## src/rtl/spi_pkg.sv

```systemverilog
// Shared types for the SPI shift engine: FSM state encoding and {Cpol,Cpha} mode constants.
package spi_pkg;

    typedef logic [1:0] spi_state_t;

    localparam spi_state_t ST_IDLE  = 2'd0;
    localparam spi_state_t ST_SETUP = 2'd1;
    localparam spi_state_t ST_SHIFT = 2'd2;
    localparam spi_state_t ST_HOLD  = 2'd3;

    typedef logic [1:0] spi_mode_t;

    localparam spi_mode_t MODE0 = 2'b00;
    localparam spi_mode_t MODE1 = 2'b01;
    localparam spi_mode_t MODE2 = 2'b10;
    localparam spi_mode_t MODE3 = 2'b11;

endpackage

```

## src/rtl/spi_sclk_gen.sv

```systemverilog
// SCLK generator: tracks Cpol while idle, toggles on each Tick while shifting, and
// flags leading/trailing edges from the parity of the edge counter.
module spi_sclk_gen #(
    parameter int unsigned DATA_W = 8,
    parameter int unsigned CNT_W  = $clog2(2*DATA_W)+1
) (
    input  logic Clk,
    input  logic Rst,
    input  logic tick,
    input  logic idle,
    input  logic cpol,
    input  logic clear,
    input  logic shift_en,
    output logic sclk,
    output logic lead_stb,
    output logic trail_stb,
    output logic last_edge
);

    localparam logic [CNT_W-1:0] LAST_EDGE = CNT_W'(2*DATA_W-1);

    logic [CNT_W-1:0] edge_cnt;

    always_comb begin
        lead_stb  = shift_en & tick & ~edge_cnt[0];
        trail_stb = shift_en & tick &  edge_cnt[0];
        last_edge = trail_stb && (edge_cnt == LAST_EDGE);
    end

    always_ff @(posedge Clk or posedge Rst) begin
        if (Rst) begin
            sclk     <= 1'b0;
            edge_cnt <= '0;
        end else begin
            if (idle) begin
                sclk <= cpol;
            end else if (shift_en && tick) begin
                sclk <= ~sclk;
            end

            if (clear) begin
                edge_cnt <= '0;
            end else if (shift_en && tick) begin
                edge_cnt <= edge_cnt + 1'b1;
            end
        end
    end

endmodule

```

## src/rtl/spi_shift_engine.sv

```systemverilog
// SPI master bit engine clocked by the half-period Tick strobe (modes 0-3).
// Optional SPI_LSB_FIRST_EN adds a Lsb_first port selecting LSB-first shifting.
module spi_shift_engine
    import spi_pkg::*;
#(
    parameter int unsigned DATA_W = 8,
    parameter int unsigned CNT_W  = $clog2(2*DATA_W)+1
) (
    input  logic              Clk,
    input  logic              Rst,
    input  logic              Tick,
    input  logic              Start,
    input  logic [DATA_W-1:0] Tx_data,
    input  logic              Cpol,
    input  logic              Cpha,
    input  logic              Miso,
`ifdef SPI_LSB_FIRST_EN
    input  logic              Lsb_first,
`endif
    output logic              Busy,
    output logic              Done,
    output logic [DATA_W-1:0] Rx_data,
    output logic              Sclk,
    output logic              Mosi,
    output logic              Cs_n
);

    spi_state_t        state;
    logic [DATA_W-1:0] tx_shift;
    logic [DATA_W-1:0] rx_shift;
    logic [DATA_W-1:0] tx_next;
    logic [DATA_W-1:0] ld_next;
    logic [DATA_W-1:0] rx_in;
    logic              tx_head;
    logic              ld_head;
    logic              cpha_q;
    logic              lsb_in;
    logic              lsb_q;
    logic              accept;
    logic              lead_stb;
    logic              trail_stb;
    logic              last_edge;

`ifdef SPI_LSB_FIRST_EN
    assign lsb_in = Lsb_first;
`else
    assign lsb_in = 1'b0;
`endif

    // Done is high in the first IDLE cycle; a Start there must not be taken.
    assign accept = (state == ST_IDLE) && Start && !Done;

    always_comb begin
        tx_head = lsb_q  ? tx_shift[0] : tx_shift[DATA_W-1];
        tx_next = lsb_q  ? (tx_shift >> 1) : (tx_shift << 1);
        ld_head = lsb_in ? Tx_data[0] : Tx_data[DATA_W-1];
        ld_next = lsb_in ? (Tx_data >> 1) : (Tx_data << 1);
        rx_in   = lsb_q  ? {Miso, rx_shift[DATA_W-1:1]} : {rx_shift[DATA_W-2:0], Miso};
    end

    // Cpol is captured by Sclk itself: it follows Cpol in IDLE up to the accepting edge.
    spi_sclk_gen #(
        .DATA_W (DATA_W),
        .CNT_W  (CNT_W)
    ) u_sclk_gen (
        .Clk       (Clk),
        .Rst       (Rst),
        .tick      (Tick),
        .idle      (state == ST_IDLE),
        .cpol      (Cpol),
        .clear     ((state == ST_SETUP) && Tick),
        .shift_en  (state == ST_SHIFT),
        .sclk      (Sclk),
        .lead_stb  (lead_stb),
        .trail_stb (trail_stb),
        .last_edge (last_edge)
    );

    always_ff @(posedge Clk or posedge Rst) begin
        if (Rst) begin
            state    <= ST_IDLE;
            Busy     <= 1'b0;
            Done     <= 1'b0;
            Rx_data  <= '0;
            Mosi     <= 1'b0;
            Cs_n     <= 1'b1;
            tx_shift <= '0;
            rx_shift <= '0;
            cpha_q   <= 1'b0;
            lsb_q    <= 1'b0;
        end else begin
            Done <= 1'b0;
            case (state)
                ST_IDLE: begin
                    if (accept) begin
                        cpha_q   <= Cpha;
                        lsb_q    <= lsb_in;
                        rx_shift <= '0;
                        Cs_n     <= 1'b0;
                        Busy     <= 1'b1;
                        state    <= ST_SETUP;
                        if (!Cpha) begin
                            Mosi     <= ld_head;
                            tx_shift <= ld_next;
                        end else begin
                            tx_shift <= Tx_data;
                        end
                    end
                end
                ST_SETUP: begin
                    if (Tick) begin
                        state <= ST_SHIFT;
                    end
                end
                ST_SHIFT: begin
                    if (lead_stb) begin
                        if (!cpha_q) begin
                            rx_shift <= rx_in;
                        end else begin
                            Mosi     <= tx_head;
                            tx_shift <= tx_next;
                        end
                    end
                    if (trail_stb) begin
                        if (cpha_q) begin
                            rx_shift <= rx_in;
                        end else if (!last_edge) begin
                            Mosi     <= tx_head;
                            tx_shift <= tx_next;
                        end
                    end
                    if (last_edge) begin
                        state <= ST_HOLD;
                    end
                end
                ST_HOLD: begin
                    if (Tick) begin
                        Cs_n    <= 1'b1;
                        Busy    <= 1'b0;
                        Done    <= 1'b1;
                        Rx_data <= rx_shift;
                        Mosi    <= 1'b0;
                        state   <= ST_IDLE;
                    end
                end
                default: state <= ST_IDLE;
            endcase
        end
    end

endmodule

```

## config.mk

```make
export PLATFORM = sky130hd
export DESIGN_NAME = spi_shift_engine
export DESIGN_NICKNAME = d
export VERILOG_FILES = /design/src/rtl/spi_pkg.sv /design/src/rtl/spi_sclk_gen.sv /design/src/rtl/spi_shift_engine.sv
export SDC_FILE = /design/constraint.sdc
export NUM_CORES = 1
export LEC_CHECK = 0
export CAP_MARGIN = 0
export CORE_MARGIN = 3
export CORE_UTILIZATION = 45
export CTS_CLUSTER_SIZE = 20
export DETAILED_ROUTE_END_ITERATION = 6
export DONT_BUFFER_PORTS = 1
export MAX_ROUTING_LAYER = met4
export SLEW_MARGIN = 20
export SYNTH_ARGS = -nofsm -noshare
export SYNTH_HDL_FRONTEND = slang
export SYNTH_SLANG_ARGS = --single-unit
```

## constraint.sdc

```tcl
create_clock -name Clk -period 5.46 [get_ports Clk]
set_clock_uncertainty 0.2 [all_clocks]
set_input_delay 0.819 -clock Clk [delete_from_list [all_inputs] [get_ports Clk]]
set_output_delay 0.819 -clock Clk [all_outputs]
set_load 0.005 [all_outputs]
```

==> results.json <==
{
  "r2r_end": "rx_shift[3]$_DFFE_PP0P_",
  "syn_area_sq_um": 1890,
  "placedCellCount": 219,
  "min_period_ns": 2.68,
  "std_cell_rows": 22,
  "ys.flop_type": "dfrtp_1",
  "reg2reg_depth": 6,
  "nNetsFinal": 199,
  "n_fill_cell": 354,
  "fin_util_pct": 51.9,
  "first_pass_iters": 4,
  "clockBufferDepth": 2,
  "rrSetupSlack_ns": 2.78,
  "rsz0062_at_grt": "no",
  "synth_area_per_cell_sq_um": 10.5,
  "powerDensity_nw_per_um2": 503,
  "min_path_cells": 1,
  "seq_area_frac_synth_pct": 49.1,
  "clk_latency_ns": 0.29,
  "worstPathRequired_ns": 5.44,
  "fin_crit_sh_pct": 49.1,
  "hold_viol": 0,
  "antenna_found_initial": 0,
  "grt_pass1_vias": 1341,
  "drv_cap": 0,
  "grt-ovfl-total": 0,
  "ys_warn_count": 0,
  "wire_per_inst_um": 16.8,
  "hp-start": "tx_shift[1]$_DFFE_PP0P_",
  "via_per_inst": 5.81,
  "cp_slowest_cell": "ha_1",
  "gp_congestion": 0.885,
  "critPathTopFamily": "simple AND/OR/NAND/NOR gates",
  "startpoint_type": "flip-flop",
  "worstSetupEndpointType": "flip-flop",
  "max-vdd-ir-drop_mv": 0.247,
  "die_w_um": 70.8,
  "seq_area_sq_um": 927,
  "worstSetupPathType": "reg -> reg",
  "syn-num-nets": 200,
  "core_sq_um": 3850,
  "p_leak_nw": 0.922,
  "setup_tns_ns": 0,
  "initial_core_util_pct": 49.0,
  "layoutNonFillerInstCount": 227,
  "cts_hold_buf": 0,
  "grt_max_degree": 38,
  "final_common_cell": "dfrtp_1",
  "crit_fanout": 23,
  "regToRegStartpoint": "state[0]$_DFFE_PP0P_",
  "syn_inst": 179,
  "hold_path_class": "reg -> reg",
  "slew_viol_final": 0,
  "tightest_slew_ns": 0.763,
  "grt_pass1_wl_um": 6490,
  "dp_slack_ns": 2.81,
  "num_io_pins": 28,
  "drive_gt1_share_pct": 13.4,
  "drc": 0,
  "synthArstFlopShare_pct": 100,
  "cts.sinks": 37,
  "drt_iter0_drc": 115,
  "synthToLayoutAreaGrowth_pct": 5.90,
  "ctsResizeCount": 0,
  "multi_input_area_sq_um": 892,
  "timing.final.ws_setup_ns": 2.78,
  "cp.arrival_ns": 2.66,
  "die_h_um": 70.8,
  "dieArea_sq_um": 5010,
  "synth_edf_count": 0,
  "n_antenna_cell": 0,
  "dpl.hpwl_um": 2720,
  "h-tree-depth": 2,
  "path_cells": "inv_1, ha_1, nand2_1, nor2_1, a2bb2oi_1, a21bo_2",
  "wirelength_um": 3810,
  "grt.total_usage_pct": 17.0,
  "max_freq_mhz": 373,
  "ys_seq_elements": 37,
  "path_clk_slew_ns": 0.07,
  "vias": 1318,
  "cts_tree": "built",
  "slowest_delay_ns": 0.66,
  "cts_setup_buffers": 0,
  "worstHoldEndpoint": "tx_shift[1]$_DFFE_PP0P_",
  "crit_cells": 6,
  "worst-path-buf-inv": 1,
  "final_cell_mix": "36 x dfrtp_1, 15 x o21ai_0, 12 x nor2_1",
  "worst_hold_slack_ns": 0.298,
  "place.port_buffers": 0,
  "slew-limit-headroom_pct": 49.1,
  "ant_nets": 0,
  "setup_viol": 0,
  "cts_buffers": 5,
  "root_buffer": "clkbuf_8",
  "status": "finished clean",
  "synth_cell_type_count": 41
}
per-stage QoR:
stage | total power [W] | cell area [sq um]
2_1_floorplan | 0.000744 | 1890
3_3_place_gp | 0.000813 | 1920
3_5_place_dp | 0.000828 | 1920
4_1_cts | 0.00102 | 2000
5_1_grt | 0.00109 | 2000
6_report | 0.00101 | 2000
how the worst max path moves through the flow:
stage	from	endpoint
floorplan	u_sclk_gen.edge_cnt[0]$_DFFE_PP0P_	tx_shift[1]$_DFFE_PP0P_
CTS	state[0]$_DFFE_PP0P_	rx_shift[3]$_DFFE_PP0P_
finish	state[0]$_DFFE_PP0P_	rx_shift[3]$_DFFE_PP0P_
global placement	u_sclk_gen.edge_cnt[0]$_DFFE_PP0P_	tx_shift[1]$_DFFE_PP0P_
global route	state[0]$_DFFE_PP0P_	rx_shift[3]$_DFFE_PP0P_
detailed placement	state[0]$_DFFE_PP0P_	rx_shift[3]$_DFFE_PP0P_
flip-flops by register name, summed over array words and instances, names as in the netlist:
signal	count
Done	1
tx_shift	8
cpha_q	1
Mosi	1
rx_shift	8
Busy	1
state	2
Cs_n	1
u_sclk_gen.edge_cnt	5
Rx_data	8
u_sclk_gen.sclk	1
cells in the mapped netlist (6+ instances only):
| library cell | instances | area, sq um |
|---|---|---|
| a21oi_1 | 10 | 50.1 |
| a22o_1 | 6 | 52.6 |
| dfrtp_1 | 36 | 901 |
| ha_1 | 6 | 75.1 |
| inv_1 | 8 | 30.0 |
| mux2_2 | 10 | 113 |
| mux2i_1 | 9 | 90.1 |
| nand2_1 | 9 | 33.8 |
| nand3_1 | 6 | 30.0 |
| nor2_1 | 12 | 45.0 |
| o21ai_0 | 15 | 75.1 |
| o2bb2ai_1 | 6 | 52.6 |
final cells by class:
cell class / instances / area share, %
Sequential cell: 37 / 46.4
Multi-Input combinational cell: 125 / 44.6
Clock buffer: 6 / 3.63
Tap cell: 48 / 3.00
Inverter: 8 / 1.50
Clock inverter: 2 / 0.501
Timing Repair Buffer: 1 / 0.375
worst register-to-register path: cells and delay by family (launching register included):
kind | cells | cell delay (ns)
adder cells (fa/ha/maj) | 1 | 0.66
buffers and inverters | 1 | 0.09
AO/OA/AOI/OAI | 2 | 0.44
flip-flops | 1 | 0.41
AND/OR/NAND/NOR | 2 | 0.78
layer usage:
metal | vias to the layer above | global-route usage (%) | share of wire (%)
li1 | 649 | - | -
met4 | 0 | 7.31 | 1.5
met3 | 6 | 5.11 | 5.1
met2 | 29 | 23.4 | 44
met1 | 634 | 23.1 | 49
met5 | - | - | 0
power breakdown:
group	total [W]	leakage [nW]	internal, W	switching, W
clock	0.000184	0.0450	0.0000884	0.0000954
sequential	0.000428	0.484	0.000359	0.0000686
combinational	0.000393	0.393	0.000162	0.000232
total	0.00101	0.922	0.000610	0.000396
cell families after synthesis:
kind of cell	count (synthesis)	share of synthesized area, %
flip-flops	37	49.1
AND/OR/NAND/NOR	42	11.0
XOR/XNOR	2	0.928
adder cells (fa/ha/maj)	6	3.98
AO/OA/AOI/OAI	56	20.6
buffers and inverters	17	3.64
multiplexers	19	10.7
(Power assumes the default switching activity.)
